File: config.mk
export PLATFORM = sky130hd
export DESIGN_NAME = dual_rail_tx_4bits
export DESIGN_NICKNAME = d
export VERILOG_FILES = /design/src/rtl/dual_rail_tx_4bits.sv
export SDC_FILE = /design/constraint.sdc
export NUM_CORES = 1
export LEC_CHECK = 0
export ABC_AREA = 1
export CAP_MARGIN = 15
export CORE_ASPECT_RATIO = 2
export CORE_MARGIN = 2
export CORE_UTILIZATION = 50
export CTS_CLUSTER_SIZE = 40
export DETAILED_ROUTE_END_ITERATION = 12
export PLACE_DENSITY = 0.83
export SKIP_LAST_GASP = 1
export SYNTH_ARGS = -nofsm -noshare
export SYNTH_HDL_FRONTEND = slang
export SYNTH_SLANG_ARGS = --single-unit
export TNS_END_PERCENT = 1
File: constraint.sdc
create_clock -name clk -period 1.7 [get_ports clk]
set_input_delay 0.425 -clock clk [delete_from_list [all_inputs] [get_ports clk]]
set_output_delay 0.425 -clock clk [all_outputs]
set_load 0.1 [all_outputs]
File: src/rtl/dual_rail_tx_4bits.sv
// dual_rail_tx_4bits: clocked injector feeding a 4-bit dual-rail async pipeline.
//
// Purpose
//   Binary nibbles arrive over a valid/ready port and queue in a small FIFO.
//   Each nibble leaves as one 4-phase return-to-zero token: codeword, wait for
//   ack, spacer, wait for ack release. Only then may the next codeword go out.
//
// Ports
//   clk        in   1  single clock, all state changes on posedge
//   rst        in   1  synchronous reset, active-high
//   in_valid   in   1  nibble offered
//   in_data    in   4  nibble to send
//   in_ready   out  1  FIFO not full (push on in_valid & in_ready)
//   data_out   out  8  dual-rail word, [2i+1]=true rail, [2i]=false rail of bit i
//   ack_in     in   1  asynchronous ack from the first pipeline stage
//   busy       out  1  FSM not idle or FIFO non-empty
//   tx_count   out  8  completed tokens, wraps 255->0
//   err        out  1  sticky handshake-timeout flag
//
// Parameters
//   DEPTH        FIFO entries, power of two, >= 2
//   SYNC_STAGES  flops in the ack_in synchronizer, >= 2
//   TIMEOUT_CYC  cycles a handshake phase may wait before err sets, 0 = off

module dual_rail_tx_4bits #(
    parameter int unsigned DEPTH       = 2,
    parameter int unsigned SYNC_STAGES = 2,
    parameter int unsigned TIMEOUT_CYC = 255
) (
    input  logic       clk,
    input  logic       rst,
    input  logic       in_valid,
    input  logic [3:0] in_data,
    output logic       in_ready,
    output logic [7:0] data_out,
    input  logic       ack_in,
    output logic       busy,
    output logic [7:0] tx_count,
    output logic       err
);

    localparam int unsigned PW = (DEPTH > 1) ? $clog2(DEPTH) : 1;
    localparam int unsigned CW = $clog2(DEPTH + 1);
    localparam int unsigned TW = (TIMEOUT_CYC > 1) ? $clog2(TIMEOUT_CYC + 1) : 1;

    localparam logic [CW-1:0] FULL    = CW'(DEPTH);
    localparam logic [TW-1:0] TMO_LIM = TW'(TIMEOUT_CYC);
    localparam bit            TMO_ON  = (TIMEOUT_CYC != 0);

    typedef enum logic [1:0] {
        ST_IDLE,
        ST_SEND,
        ST_RELEASE
    } state_t;

    // Each bit maps to {t,f}: 1 -> 10, 0 -> 01. Spacer (00) is all-zero.
    function automatic logic [7:0] encode(input logic [3:0] nib);
        logic [7:0] w;
        w = '0;
        for (int i = 0; i < 4; i++) begin
            w[2*i+1] = nib[i];
            w[2*i]   = ~nib[i];
        end
        return w;
    endfunction

    // ------------------------------------------------------------------
    // State
    // ------------------------------------------------------------------
    logic [3:0]             mem_q [DEPTH];
    logic [3:0]             mem_d [DEPTH];
    logic [PW-1:0]          wr_ptr_q, wr_ptr_d;
    logic [PW-1:0]          rd_ptr_q, rd_ptr_d;
    logic [CW-1:0]          count_q, count_d;

    logic [SYNC_STAGES-1:0] sync_q, sync_d;
    logic                   ack_s;

    state_t                 state_q, state_d;
    logic [7:0]             data_q, data_d;
    logic [7:0]             tx_count_q, tx_count_d;
    logic [TW-1:0]          tmo_q, tmo_d;
    logic                   err_q, err_d;

    logic                   push;
    logic                   pop;
    logic                   waiting;

    // ------------------------------------------------------------------
    // ack_in synchronizer; nothing downstream looks at ack_in directly
    // ------------------------------------------------------------------
    always_comb begin
        sync_d = {sync_q[SYNC_STAGES-2:0], ack_in};
    end

    assign ack_s = sync_q[SYNC_STAGES-1];

    // ------------------------------------------------------------------
    // FIFO
    // ------------------------------------------------------------------
    // in_ready depends on the occupancy alone so the upstream handshake
    // has no combinational path back from in_valid.
    assign in_ready = (count_q != FULL);
    assign push     = in_valid && in_ready;

    // A stale ack still high in IDLE blocks the pop: the downstream stage
    // must have returned to zero before it can accept a new codeword.
    assign pop = (state_q == ST_IDLE) && (count_q != '0) && !ack_s;

    always_comb begin
        mem_d    = mem_q;
        wr_ptr_d = wr_ptr_q;
        rd_ptr_d = rd_ptr_q;
        count_d  = count_q;

        if (push) begin
            mem_d[wr_ptr_q] = in_data;
            wr_ptr_d        = wr_ptr_q + PW'(1);
        end

        if (pop) begin
            rd_ptr_d = rd_ptr_q + PW'(1);
        end

        case ({push, pop})
            2'b10:   count_d = count_q + CW'(1);
            2'b01:   count_d = count_q - CW'(1);
            default: count_d = count_q;
        endcase
    end

    // ------------------------------------------------------------------
    // Token FSM, timeout counter and output word
    // ------------------------------------------------------------------
    always_comb begin
        state_d    = state_q;
        data_d     = data_q;
        tx_count_d = tx_count_q;
        tmo_d      = tmo_q;
        err_d      = err_q;
        waiting    = 1'b0;

        unique case (state_q)
            ST_IDLE: begin
                if (pop) begin
                    data_d  = encode(mem_q[rd_ptr_q]);
                    tmo_d   = '0;
                    state_d = ST_SEND;
                end
            end
            ST_SEND: begin
                if (ack_s) begin
                    data_d  = '0;
                    tmo_d   = '0;
                    state_d = ST_RELEASE;
                end else begin
                    waiting = 1'b1;
                end
            end
            ST_RELEASE: begin
                if (!ack_s) begin
                    tx_count_d = tx_count_q + 8'd1;
                    state_d    = ST_IDLE;
                end else begin
                    waiting = 1'b1;
                end
            end
            default: begin
                data_d  = '0;
                state_d = ST_IDLE;
            end
        endcase

        // Saturating wait counter; a timeout only flags, it never aborts
        // the token since the async side may still answer late.
        if (TMO_ON && waiting && (tmo_q != TMO_LIM)) begin
            tmo_d = tmo_q + TW'(1);
        end

        if (TMO_ON && waiting && (tmo_d == TMO_LIM)) begin
            err_d = 1'b1;
        end
    end

    // ------------------------------------------------------------------
    // Registers
    // ------------------------------------------------------------------
    always_ff @(posedge clk) begin
        if (rst) begin
            wr_ptr_q   <= '0;
            rd_ptr_q   <= '0;
            count_q    <= '0;
            sync_q     <= '0;
            state_q    <= ST_IDLE;
            data_q     <= '0;
            tx_count_q <= '0;
            tmo_q      <= '0;
            err_q      <= 1'b0;
        end else begin
            wr_ptr_q   <= wr_ptr_d;
            rd_ptr_q   <= rd_ptr_d;
            count_q    <= count_d;
            sync_q     <= sync_d;
            state_q    <= state_d;
            data_q     <= data_d;
            tx_count_q <= tx_count_d;
            tmo_q      <= tmo_d;
            err_q      <= err_d;
        end
    end

    // Storage needs no reset: entries are only read after being written.
    always_ff @(posedge clk) begin
        mem_q <= mem_d;
    end

    // data_out comes straight from flops so every rail switches together.
    assign data_out = data_q;
    assign busy     = (state_q != ST_IDLE) || (count_q != '0);
    assign tx_count = tx_count_q;
    assign err      = err_q;

endmodule

# Word level (Yosys, flattened, before mapping)
# Index checks and enable logic that the tools add are counted.
[totals]
regBits = 41
inputBits = 8
output_inout_bits = 19
elab_cells = 74
[op_classes]
n_addsub = 6
magnitude_cmp = 3
n_eq_ne = 10
mux = 21
n_bitwise = 8
reduce_logical = 15
[ops]
columns = ["cell", "n"]
rows = [
  ["$mux 8", 5],
  ["$pmux 8 s3", 1],
  ["$add 8x1->8 const B", 2],
  ["$mux 4", 4],
  ["$pmux 8 s2", 1],
  ["$bwmux 8", 1],
  ["$eq 8x8->1 const B", 1],
  ["$ne 2x2->1 const B", 4],
  ["$ne 8x8->1 const B", 1],
  ["$logic_and 1x1->1", 6],
  ["$mux 2", 3],
  ["$not 1->1", 6],
  ["$pmux 2 s3", 1],
  ["$reduce_and 3->1", 2],
  ["$reduce_bool 2->1", 3],
  ["$demux 4 s1", 1],
  ["$eq 2x1->1 const B", 2],
  ["$eq 2x2->1 const B", 2],
  ["$ge 2x2->1 const B", 2],
  ["$not 1->2", 2],
  ["$pmux 2 s2", 1],
  ["$add 1x1->1 const B", 2],
  ["$add 2x1->2 const B", 1],
  ["$logic_not 2->1", 1],
  ["other kinds (7)", 8],
]

# Logic depth before layout (Yosys ltp)
# Gate-level depths: netlist (run 1).
[depth]
depth_word = 8
depth_mapped = 14
depth_no_buf = 14

# Worst setup path before layout (run 1)
# OpenSTA, ideal clock, no wires.
[synth_timing]
path_type = "register to register"
start = "reg count_q[0]"
end = "reg count_q[1]"
setup_ps = 64
arrival_time_ps = 1982
required_time_ps = 1636
slack_ps = -346
stages_incl_launch_ff = 8
path_buffers = 0
cell_sequence = "dfxtp_1 -> inv_1 -> nand2_1 -> nand2_1 -> ha_1 -> inv_1 -> a31o_2 -> nor2_1"
[synth_rtl]
columns = ["item", "line", "rtl"]
rows = [
  ["from (decl)", "74", "logic [CW-1:0] count_q, count_d;"],
  ["from (signal assigned)", "202", "count_q <= count_d;"],
  ["$ne 2x2->1 *", "103", "assign in_ready = (count_q != FULL);"],
  ["net in_ready", "34", "output logic in_ready,"],
  ["$logic_and 1x1->1 *", "104", "assign push = in_valid && in_ready;"],
  ["$eq 2x1->1 / $eq 2x2->1 (equally long branches)", "125", "case ({push, pop})"],
  ["$pmux 2 s2 / $reduce_bool 2->1 (equally long branches)", "--", ""],
]
# The timed path passes the listed nets; every way through them passes the cells marked *.
# A chain may end at the register's enable or synchronous reset.

# Final worst setup path (run 1)
[layout_timing]
start = "reg state_q[0]"
end = "out busy"
[layout_via]
elab_chain_cells = 2
[layout_rtl]
columns = ["item", "line", "rtl"]
rows = [
  ["from (decl)", "79", "state_t state_q, state_d;"],
  ["from (signal assigned)", "204", "state_q <= state_d;"],
  ["$reduce_bool 2->1", "219", "assign busy = (state_q != ST_IDLE) || (count_q != '0);"],
  ["$logic_or 1x1->1", "219", ""],
  ["to (decl)", "37", "output logic busy,"],
]
# No other way between the ends.

==> impl_summary.log, run 1 <==
[metrics] outcome: completed
[metrics] number of nets in the synthesized netlist: 246
[metrics] Post-Route Utilization: 0.7024
[metrics] Power Dens Cells: 1589 mW/mm²
[metrics] share of final-layout standard cells stronger than drive strength 1: 0.2052
[metrics] adder-cell share of the synthesized area: 0.02005
[metrics] Hold Path Class: register to register
[metrics] clock period minus worst slack: 1.633 ns
[metrics] final setup violation count: 0
[metrics] worst slew margin relative to its limit: 0.5965
[metrics] final-stage net count: 279
[metrics] setup repair after global routing missed its margin: yes
[metrics] fin. max-slew vios: 0
[metrics] clock root cell: sky130_fd_sc_hd__clkbuf_8
[metrics] drt first pass iters: 4
[metrics] floorplan die height: just over 90 µm
[metrics] combinational family with the most area after synthesis: simple AND/OR/NAND/NOR gates
[metrics] final worst hold slack: slightly above 0.4 ns
[metrics] post-CTS setup buffers: 0
[metrics] part of the Yosys area used for sequential elements: 0.4813
[metrics] # H-tree levels: 2
[metrics] Unique masters post-synth: 33
[metrics] vias per cell: 5.132
[metrics] number of clock sinks seen by CTS: 41
[metrics] Cell Area, Synth: approximately 0.0019 mm²
[metrics] area of the core: 0.003607 mm²
[metrics] CP Max Fanout: 6
[metrics] register bit total from synthesis: 41
[metrics] final hold violations: 0
[metrics] maximum capacitance violations: 0
[metrics] remaining antenna violation count after routing: 0
[metrics] weighted congestion reported at the end of routability-driven placement: 0.7883
[metrics] actual transition at the worst max-transition pin: 0.6026 ns
[metrics] cell type with the highest aggregate area in the netlist: sky130_fd_sc_hd__dfxtp_1
[metrics] Die ar.: between 0.004 and 0.005 mm²
[metrics] number of placed I/O pins: 27
[metrics] final routed wire length divided by cell count: 11.49 µm
[metrics] Post-Layout Cell Count: between 300 and 400
[metrics] dominant synthesized flop cell: sky130_fd_sc_hd__dfxtp_1
[metrics] count of routing violations after the opening detailed-route iteration: 15
[metrics] total number of placement rows: 31
[metrics] Setup Skew: 0.004620 ns
[metrics] Yosys warning count: 0
[metrics] number of buffers on the longest clock path: 2
[metrics] post-cts resize count: 0
[metrics] share of flip-flops with an asynchronous set or reset after synthesis: 0
[metrics] area fraction in compound gates after synthesis: 0.08021
[metrics] mux cell area share after synthesis: 0.02139
[metrics] placement-stage worst setup slack: -0.03209 ns
[metrics] synthesized area per cell: approximately 8 µm²
[metrics] achievable frequency: 612.4 MHz
[metrics] I/O Buffers: 26
[metrics] number of cells in the design after placement: 309
[metrics] Worst Setup Start Kind: register
[metrics] simple-gate portion of the synthesized area: 0.3235
[metrics] Hold Buf Count CTS: 0
[metrics] post-synthesis instance total: about 240
[metrics] initial core utilization: 0.5189
[metrics] register-to-register path setup slack: between 0.1 and 0.15 ns
[metrics] horizontal die dimension: 47.27 µm
[metrics] global-route usage over all layers: 0.1977
[metrics] total global routing overflow: 0
[metrics] Leakage Power: 0.9898 nW
[metrics] wire length of the first global-routing pass: slightly above 6000 µm
[metrics] Remaining DRCs: 0
[metrics] TritonCTS Buffers: 5
[metrics] via count of the first global-routing pass: 1615
[metrics] kind of capture point of the worst setup path: output pin
[metrics] Worst Setup Path Type: register to output pin
[metrics] most numerous cell in the Yosys netlist: sky130_fd_sc_hd__nand2_1
[metrics] total routed wirelength: 3641 µm
[metrics] detailed-route via count: around 1600
[metrics] number of inserted diodes: 0
[metrics] pin count of the biggest net entering global routing: 34
[metrics] clock latency on the worst-skew pair: 0.28 ns
[metrics] Post-synth EDFFs: 8
[metrics] Synth top area share: 0.3529
[metrics] clock transition at the registers of the reported paths: roughly 0.07 ns
[metrics] layout filler cell count: 287
[metrics] Max VDD drop: around 1700 µV
[metrics] area added between synthesis and finish: 35.36%
[metrics] CTS tree: done
[metrics] post-detailed-placement half-perimeter wirelength: between 2000 and 3000 µm
[metrics] data required time of the critical path: around 1.3 ns
[metrics] post-route worst setup slack: approximately 0.067 ns
[metrics] final cycle utilization of the critical path: 0.9606
[metrics] Crit path arrival time: roughly 1.2 ns
[metrics] cell types with the highest counts after synthesis: 54 x sky130_fd_sc_hd__nand2_1, 33 x sky130_fd_sc_hd__dfxtp_1, 33 x sky130_fd_sc_hd__nor2_1
[metrics] number of antenna violations at the first check in global routing: 0
[metrics] xor/xnor cell area share of the yosys netlist: 0.009358
[metrics] ranking of synthesized cells by area: sky130_fd_sc_hd__dfxtp_1 35%, sky130_fd_sc_hd__edfxtp_1 13%, sky130_fd_sc_hd__nand2_1 11%, sky130_fd_sc_hd__nor2_1 6.6%, sky130_fd_sc_hd__inv_1 4.8%
[power breakdown]
group          switching [mW]  internal [mW]
clock network           0.293          0.279
registers               0.193           1.17
logic                    1.36          0.735
[cell families (layout without fill, tap and decap cells)]
family          count (synthesis)  in the layout
simple gates                  127            128
flops                          41             41
buf+inv                        32             64
compound gates                 26             26
mux                             4              4
fa+ha+maj                       3              3
xor+xnor                        2              2
[flip-flops by register name, summed over array words and instances (netlist names)]
signal / flops
wr_ptr_q: 1
sync_q: 2
rd_ptr_q: 1
count_q: 2
state_q: 2
data_out: 8
tx_count: 8
err: 1
mem_q: 8
tmo_q: 8
[stage by stage]
stage	cell area [µm²]	TNS [ns]	power [mW]
after global placement	2414	0	3.387
final	2534	0	4.026
after CTS	2491	0	4.017
after floorplan	1878	-0.02648	2.761
after global routing	2534	-0.02789	4.258
after detailed placement	2414	-0.03209	3.439
[layer usage]
metal	share of wire	GRT usage	vias to the layer above
met4	0.019	0.1065	0
met2	0.63	0.3682	18
met1	0.33	0.1699	781
li1	-	-	822
met5	0	0	-
met3	0.022	0.04200	6
[critical path, stage by stage (launching register included)]
cell and delay, ns:
sky130_fd_sc_hd__dfxtp_1 0.39, sky130_fd_sc_hd__nor2_2 0.21, sky130_fd_sc_hd__nand2_1 0.13, sky130_fd_sc_hd__buf_12 0.18
[layout make-up]
class                           instances  area [µm²]  share of cell area
Clock inverter                          1       5.005            0.001975
Multi-Input combinational cell        163       892.1              0.3521
Timing Repair Buffer                   30       493.0              0.1946
Sequential cell                        41       908.4              0.3585
Clock buffer                            6       72.57             0.02864
Inverter                               27       101.3             0.04000
Tap cell                               49       61.31             0.02420
[placed cells by master (no fill, tap or decap), drive strengths merged, types with 2 or more instances in the layout]
cell type      count
a21oi             17
nor2              35
ha                 3
inv               27
buf               23
o21ai              3
clkbuf             6
nand3             15
nand4              4
o21bai             2
dfxtp             33
edfxtp             8
clkdlybuf4s50      7
or2                3
nand2             59
nor3b              5
nor3               6
mux2i              4
[worst paths after layout]
| path | start | endpoint | cells past startpoint |
|---|---|---|---|
| min | sync_q[0] | sync_q[1] | 2 |
| max reg2reg | state_q[0] | count_q[1] | 7 |
| max | state_q[0] | busy | 3 |
| min reg2reg | sync_q[0] | sync_q[1] | 2 |
(Power assumes the default switching activity.)
==> run 2: changes to the inputs <==
Settings changed: CORE_MARGIN 2 to not set, SKIP_CTS_REPAIR_TIMING set to 1.
==> run 2 against run 1 <==
Sequential cell count stayed put. Combinational power is 3% higher. Sequential share of layout area down 0.43 points. Non-clock buffer count is 3 higher. Global-route usage grew 1.0 points. Design area rose by 1.6%. Wire length increased by 0.30%. Count of clock-buffer cells in the layout grew 2. Power rose by 1.8%. Die area down 6.3%. Cell count grew 1.3%.
==> impl_summary.log, run 2 (synthesis gave the netlist of run 1 again) <==
[metrics] outcome: completed
[metrics] setup repair after global routing missed its margin: no
[metrics] worst min-delay path startpoint: sync_q[0]
[metrics] Final Instance Area: 0.002575 mm² (+1.6%)
[metrics] clock latency on the worst-skew pair: 0.28 ns (about the same)
[metrics] I/O Buffers: 26 (unchanged)
[metrics] drt first pass iters: 4 (unchanged)
[metrics] cell with the largest stage delay on the worst path: sky130_fd_sc_hd__dfxtp_1
[metrics] actual transition at the worst max-transition pin: 0.2708 ns (-0.3319 ns)
[metrics] # H-tree levels: 2 (unchanged)
[metrics] kind of capture point of the worst setup path: register
[metrics] final cycle utilization of the critical path: 0.9340 (-0.02654)
[metrics] total routed wirelength: 3652 µm (+0.30%)
[metrics] number of placed I/O pins: 27 (unchanged)
[metrics] Remaining DRCs: 0 (unchanged)
[metrics] placement-stage worst setup slack: -0.01420 ns (+0.01789 ns)
[metrics] Crit Reg-Reg Startpoint: tmo_q[5]
[metrics] Die ar.: 0.004007 mm² (-6.3%)
[metrics] number of inserted diodes: 0 (unchanged)
[metrics] CP Max Fanout: 5 (-1)
[metrics] Setup Skew: 0.004545 ns (-0.00007588 ns)
[metrics] final setup violation count: 0 (unchanged)
[metrics] clock period minus worst slack: 1.588 ns (-0.04512 ns)
[metrics] via count of the first global-routing pass: 1473 (-8.8%)
[metrics] wire length of the first global-routing pass: 6099 µm (-2.1%)
[metrics] floorplan die height: 88.53 µm (-2.2%)
[metrics] post-detailed-placement half-perimeter wirelength: 2728 µm (-4.0%)
[metrics] remaining antenna violation count after routing: 0 (unchanged)
[metrics] pin count of the biggest net entering global routing: 34 (unchanged)
[metrics] weighted congestion reported at the end of routability-driven placement: 0.7911 (+0.36%)
[metrics] top cell family by delay on the critical path: simple AND/OR/NAND/NOR gates
[metrics] Worst Setup Path Type: register to register
[metrics] area of the core: 0.003607 mm² (unchanged)
[metrics] total number of placement rows: 31 (unchanged)
[metrics] Seq. cell area: 912.1 µm² (+0.41%)
[metrics] Leakage Power: 1.006 nW (+1.6%)
[metrics] cell depth of the worst min-delay path: 2 (unchanged)
[metrics] leading cell type in the layout, fill and taps excluded: sky130_fd_sc_hd__nand2_1
[metrics] Worst Setup Start Kind: register
[metrics] number of cells in the design after placement: 312 (+0.97%)
[metrics] terminus of the critical flop-to-flop path: err
[metrics] clock root cell: sky130_fd_sc_hd__clkbuf_8
[metrics] slowest cell delay on critical path: 0.43 ns (+0.04 ns)
[metrics] number of clock sinks seen by CTS: 41 (unchanged)
[metrics] area taken by multi-input logic gates: 904.6 µm² (+1.4%)
[metrics] total global routing overflow: 0 (unchanged)
[metrics] vias per cell: 4.972 (-3.1%)
[metrics] count of routing violations after the opening detailed-route iteration: 26 (+11)
[metrics] number of buffers on the longest clock path: 2 (unchanged)
[metrics] data required time of the critical path: 1.93 ns (+0.66 ns)
[metrics] Power Dens Cells: 1592 mW/mm² (+0.20%)
[metrics] final hold violations: 0 (unchanged)
[metrics] area added between synthesis and finish: 37.57%
[metrics] post-route worst setup slack: 0.1122 ns (+0.04512 ns)
[metrics] number of antenna violations at the first check in global routing: 0 (unchanged)
[metrics] global-route usage over all layers: 0.2082 (+0.01050)
[metrics] TritonCTS Buffers: 5 (unchanged)
[metrics] clock transition at the registers of the reported paths: 0.07 ns (about the same)
[metrics] horizontal die dimension: 45.27 µm (-4.2%)
[metrics] commonest cells after routing, fill and taps aside: 53 x sky130_fd_sc_hd__nand2_1, 30 x sky130_fd_sc_hd__nor2_1, 24 x sky130_fd_sc_hd__inv_1, 24 x sky130_fd_sc_hd__dfxtp_1, 20 x sky130_fd_sc_hd__buf_12
[metrics] CTS tree: done
[metrics] Worst Hold Path EP: sync_q[1]
[metrics] achievable frequency: 629.8 MHz (+2.8%)
[metrics] placed cell area: 0.002436 mm² (+0.93%)
[metrics] worst slew margin relative to its limit: 0.8193 (+0.2228)
[metrics] worst path cell trace: nand2_1, nor2_1, nand2_4, nand2_8, inv_2, nand2_1, nand2_1, nor2_2, nand2_1, nor2_1, nor2_1, nor2_1
[metrics] layout filler cell count: 262 (-8.7%)
[metrics] fin. max-slew vios: 0 (unchanged)
[metrics] Max VDD drop: 1841 µV (+6.1%)
[metrics] detailed-route via count: 1596 (-1.9%)
[metrics] maximum capacitance violations: 0 (unchanged)
[metrics] Post-Layout Cell Count: 321 (+1.3%)
[metrics] final-stage net count: 282 (+1.1%)
[metrics] Hold Path Class: register to register
[metrics] final routed wire length divided by cell count: 11.38 µm (-0.95%)
[metrics] initial core utilization: 0.5189 (unchanged)
[metrics] share of final-layout standard cells stronger than drive strength 1: 0.2206 (+0.01536)
[metrics] cell depth of the worst flop-to-flop path: 12 (+5)
[metrics] Crit path arrival time: 1.82 ns (+0.61 ns)
[metrics] count of buffer and inverter cells on the critical path: 1 (unchanged)
[metrics] register-to-register path setup slack: 0.11 ns (about the same)
==> run 2: worst reg2reg max path: cells and delay by family (launching register included) <==
| family | cells | cell delay [ns] |
|---|---|---|
| simple gates | 11 | 1.06 |
| flops | 1 | 0.43 |
| buf+inv | 1 | 0.05 |
==> run 2: routing by layer <==
metal,GRT usage,part of all wire,up-vias
li1,-,-,832
met1,0.1875,0.35,731
met2,0.4032,0.59,23
met3,0.03673,0.021,10
met4,0.1157,0.029,0
met5,0,0,-
==> run 2: how the worst max path moves through the flow <==
| stage | start | end | cells past startpoint | slack, ns |
|---|---|---|---|---|
| after floorplan | count_q[0] | count_q[1] | 7 | -0.03 |
| after global placement | tmo_q[1] | err | 13 | 0.02 |
| after detailed placement | tmo_q[1] | err | 13 | -0.01 |
| after CTS | tmo_q[1] | err | 13 | -0.03 |
| after global routing | tmo_q[0] | err | 13 | 0.005 |
| final | tmo_q[5] | err | 12 | 0.11 |
==> run 2: area by class of cell <==
class | count | area share
clock buffers | 8 | 0.03110
flip-flops and latches | 41 | 0.3542
multi-input cells | 163 | 0.3513
repair buffers | 33 | 0.2002
inverters | 27 | 0.03936
well taps | 49 | 0.02381
==> run 2: per-stage QoR <==
stage | hold WS, ns | TNS (ns) | power, mW | utilization
final | 0.4134 | 0 | 4.100 | 0.7138
after global routing | 0.4337 | 0 | 4.332 | 0.7138
after CTS | 0.4129 | -0.03419 | 4.065 | 0.6975
after detailed placement | 0.4035 | -0.01420 | 3.480 | 0.6753
after global placement | 0.3918 | 0 | 3.432 | 0.6753
after floorplan | 0.3883 | -0.02648 | 2.761 | -
==> run 2: where the power goes <==
| group | switching [mW] | total, mW | leakage [nW] | internal (mW) |
|---|---|---|---|---|
| Clock | 0.292 | 0.584 | 0.0395 | 0.291 |
| Combinational | 1.37 | 2.15 | 0.619 | 0.774 |
| Sequential | 0.196 | 1.37 | 0.347 | 1.17 |
==> run 3: changes to the inputs <==
Settings changed: ABC_AREA 1 to not set, CORE_ASPECT_RATIO 2 to 0.5.
==> run 3 against run 2 <==
The flow now finishes with violations (negative setup slack). Synthesized cell count shrank 23%. Non-clock buffer count increased by 19. Sequential power fell by 5%. Wire length increased by 29%. Critical path depth shrank 6. Design area increased by 3.6%. Die area shrank 2.3%. Largest power group unchanged.
==> impl_summary.log, run 3 <==
[metrics] outcome: finished, violations left
[metrics] failing checks: negative setup slack
[metrics] Max VDD drop: 825.2 µV (-55%)
[metrics] final hold violations: 0 (unchanged)
[metrics] Leakage Power: 1.026 nW (+1.9%)
[metrics] register-to-register path setup slack: -0.05 ns (-0.16 ns)
[metrics] Post-synth EDFFs: 8 (unchanged)
[metrics] Internal Pwr Total: 2.441 mW (+9.0%)
[metrics] number of buffers on the longest clock path: 2 (unchanged)
[metrics] ranking of synthesized cells by area: sky130_fd_sc_hd__dfxtp_1 36%, sky130_fd_sc_hd__edfxtp_1 13%, sky130_fd_sc_hd__nor2_1 5.5%, sky130_fd_sc_hd__xor2_1 3.8%, sky130_fd_sc_hd__mux2i_1 2.7%
[metrics] wire length on met3: 270 µm (+250%)
[metrics] remaining antenna violation count after routing: 0 (unchanged)
[metrics] number of nets in the synthesized netlist: 193 (-22%)
[metrics] data required time of the critical path: 1.93 ns (about the same)
[metrics] total routed wirelength: 4722 µm (+29%)
[metrics] number of placed I/O pins: 27 (unchanged)
[metrics] number of inserted diodes: 0 (unchanged)
[metrics] share of flip-flops with an asynchronous set or reset after synthesis: 0 (unchanged)
[metrics] Crit Reg-Reg Startpoint: state_q[0]
[metrics] clock latency on the worst-skew pair: 0.30 ns (+0.02 ns)
[metrics] sequential cell fraction of total power: 0.313 (-0.021)
[metrics] worst min-delay path startpoint: sync_q[0]
[metrics] horizontal die dimension: 87.51 µm (+93%)
[metrics] worst path cell trace: buf_4, or2_4, nor3_4, ha_4, or3_1, a21oi_2
[metrics] total global routing overflow: 0 (unchanged)
[metrics] Die ar.: 0.003917 mm² (-2.3%)
[metrics] fraction of power consumed by the clock network: 0.190 (+0.048)
[metrics] Cell Area, Synth: 0.001828 mm² (-2.3%)
[metrics] Setup Skew: 0.005997 ns (+0.001452 ns)
[metrics] register bit total from synthesis: 41 (unchanged)
[metrics] part of the Yosys area used for sequential elements: 0.4928 (+0.01153)
[metrics] number of clock sinks seen by CTS: 41 (unchanged)
[metrics] actual transition at the worst max-transition pin: 0.4542 ns (+0.1835 ns)
[metrics] Hold Path Class: register to register
[metrics] final routed wire length divided by cell count: 16.57 µm (+46%)
[metrics] drt first pass iters: 4 (unchanged)
[metrics] post-synthesis instance total: 182 (-23%)
[metrics] slowest cell delay on critical path: 0.39 ns (-0.04 ns)
[metrics] cell with the largest stage delay on the worst path: sky130_fd_sc_hd__or3_1
[metrics] CP Max Fanout: 4 (-1)
[metrics] cell depth of the worst min-delay path: 1 (-1)
[metrics] cell types with the highest counts after synthesis: 33 x sky130_fd_sc_hd__dfxtp_1, 27 x sky130_fd_sc_hd__nor2_1, 9 x sky130_fd_sc_hd__nand2_1
[metrics] terminus of the critical flop-to-flop path: count_q[1]
[metrics] share of final-layout standard cells stronger than drive strength 1: 0.3333 (+0.1127)
[metrics] weighted congestion reported at the end of routability-driven placement: 0.8724 (+10%)
[metrics] switching power of the nets: 1.720 mW (-7.6%)
[metrics] total number of placement rows: 15 (-52%)
[metrics] Remaining DRCs: 0 (unchanged)
[metrics] Synth top area share: 0.3614 (+0.008455)
[metrics] final-stage net count: 244 (-13%)
[metrics] Worst Hold Path EP: sync_q[1]
[metrics] most numerous cell in the Yosys netlist: sky130_fd_sc_hd__dfxtp_1
[metrics] uppermost layer routed: met4
[metrics] area of the core: 0.003472 mm² (-3.7%)
[metrics] final cycle utilization of the critical path: 1.029 (+0.09503)
[metrics] Setup TNS Final: -0.1157 ns (-0.1157 ns)
[metrics] area added between synthesis and finish: 46.00%
[metrics] Power Dens Cells: 1559 mW/mm² (-2.1%)
[metrics] via count of the first global-routing pass: 1512 (+2.6%)
[metrics] post-detailed-placement half-perimeter wirelength: 3346 µm (+23%)
[metrics] number of antenna violations at the first check in global routing: 0 (unchanged)
[metrics] vias per cell: 5.712 (+15%)
[metrics] Yosys warning count: 0 (unchanged)
[metrics] global-route usage over all layers: 0.2575 (+0.04934)
[metrics] Unique masters post-synth: 47 (+42%)
[metrics] # H-tree levels: 2 (unchanged)
[metrics] maximum capacitance violations: 0 (unchanged)
[metrics] net switching fraction of the power: 0.4134 (-0.04070)
[metrics] count of routing violations after the opening detailed-route iteration: 155 (+500%)
[metrics] setup repair after global routing missed its margin: yes
[metrics] amount of wire on met2 after detailed routing: 2355 µm (+8.4%)
[metrics] Post-Route Utilization: 0.7686 (+0.05481)
[metrics] post-route worst setup slack: -0.04939 ns (-0.1616 ns)
[metrics] cell depth of the worst flop-to-flop path: 6 (-6)
[metrics] dominant synthesized flop cell: sky130_fd_sc_hd__dfxtp_1
[metrics] cell type with the highest aggregate area in the netlist: sky130_fd_sc_hd__dfxtp_1
[metrics] leading cell type in the layout, fill and taps excluded: sky130_fd_sc_hd__dfxtp_1
[metrics] initial core utilization: 0.5265 (+0.007583)
[metrics] Post-Route M1 WL: 1977 µm (+53%)
[metrics] final setup violation count: 4 (+4)
[metrics] Crit path arrival time: 1.98 ns (+0.16 ns)
[metrics] kind of capture point of the worst setup path: register
[metrics] pin count of the biggest net entering global routing: 24 (-29%)
[metrics] TritonCTS Buffers: 5 (unchanged)
[metrics] clock transition at the registers of the reported paths: 0.08 ns (about the same)
[metrics] wire length of the first global-routing pass: 7224 µm (+18%)
[metrics] clock period minus worst slack: 1.749 ns (+0.1616 ns)
[metrics] commonest cells after routing, fill and taps aside: 28 x sky130_fd_sc_hd__dfxtp_1, 26 x sky130_fd_sc_hd__nor2_1, 26 x sky130_fd_sc_hd__buf_4
[metrics] detailed-route via count: 1628 (+2.0%)
[metrics] floorplan die height: 44.76 µm (-49%)
[metrics] achievable frequency: 571.6 MHz (-9.2%)
[metrics] worst slew margin relative to its limit: 0.6954 (-0.1239)
[metrics] CTS tree: done
[metrics] I/O Buffers: 26 (unchanged)
[metrics] Worst Setup Path Type: register to register
[metrics] share of total power in combinational logic: 0.497 (-0.027)
[metrics] synthesized area per cell: 10.04 µm² (+26%)
[metrics] Worst Setup Start Kind: register
[metrics] fin. max-slew vios: 0 (unchanged)
[metrics] clock root cell: sky130_fd_sc_hd__clkbuf_8
run 3: logic make-up after synthesis:
kind of cell / after synthesis / synth area share
DFF: 41 / 0.4928
xor gates and xnor gates: 13 / 0.06229
adders and majority gates: 3 / 0.02054
and+or+nand+nor: 77 / 0.2307
muxes: 9 / 0.05202
AOI/OAI and AO/OA: 27 / 0.1109
buffers and inverters: 12 / 0.03080
run 3: area by class of cell:
class,count,area [µm²]
tap,51,63.81
timing repair buffer,52,645.6
clock inverter,3,41.29
sequential,41,907.1
inverter,4,15.01
multi-input combinational,129,927.1
clock buffer,5,68.82
fill,194,803.3
run 3: worst max path at each step:
stage                           from           to  slack (ns)
after CTS                 state_q[0]  data_out[1]       -0.16
after global placement      in_valid   count_q[1]       -0.11
after floorplan             tmo_q[0]          err       -0.08
after detailed placement    in_valid   count_q[1]       -0.26
final                     state_q[0]   count_q[1]       -0.05
after global routing      state_q[0]   count_q[1]       -0.10
run 3: worst max-delay path, delay by kind of cell, from the launching register on:
family | cells | cell delay [ns]
buffers and inverters | 1 | 0.15
adders and majority gates | 1 | 0.24
AOI/OAI and AO/OA | 1 | 0.15
and+or+nand+nor | 3 | 0.80
DFF | 1 | 0.33
run 3: power groups by stage:
stage / clock network, mW / registers [mW] / logic [mW]
final: 0.789 / 1.30 / 2.07
after global routing: 0.845 / 1.32 / 2.16
after CTS: 0.789 / 1.29 / 1.99
after detailed placement: 0 / 1.32 / 1.96
after global placement: 0 / 1.30 / 1.89
after floorplan: 0 / 1.73 / 0.818
run 3: metal layers:
layer,GRT usage,up-vias
li1,-,760
met1,0.2993,770
met2,0.4578,80
met3,0.08044,18
met4,0.1016,0
met5,0,-
run 3: metrics by stage:
| stage | cell area [µm²] | instances | worst slack, ns | hold WS (ns) | power [mW] |
|---|---|---|---|---|---|
| after floorplan | 1864 | 182 | -0.08312 | 0.4138 | 2.544 |
| after global placement | 2506 | 274 | -0.1090 | 0.4362 | 3.193 |
| after detailed placement | 2506 | 274 | -0.2568 | 0.4362 | 3.277 |
| after CTS | 2616 | 282 | -0.1644 | 0.4542 | 4.069 |
| after global routing | 2669 | 285 | -0.1043 | 0.4775 | 4.326 |
| final | 2669 | 285 | -0.04939 | 0.4484 | 4.161 |
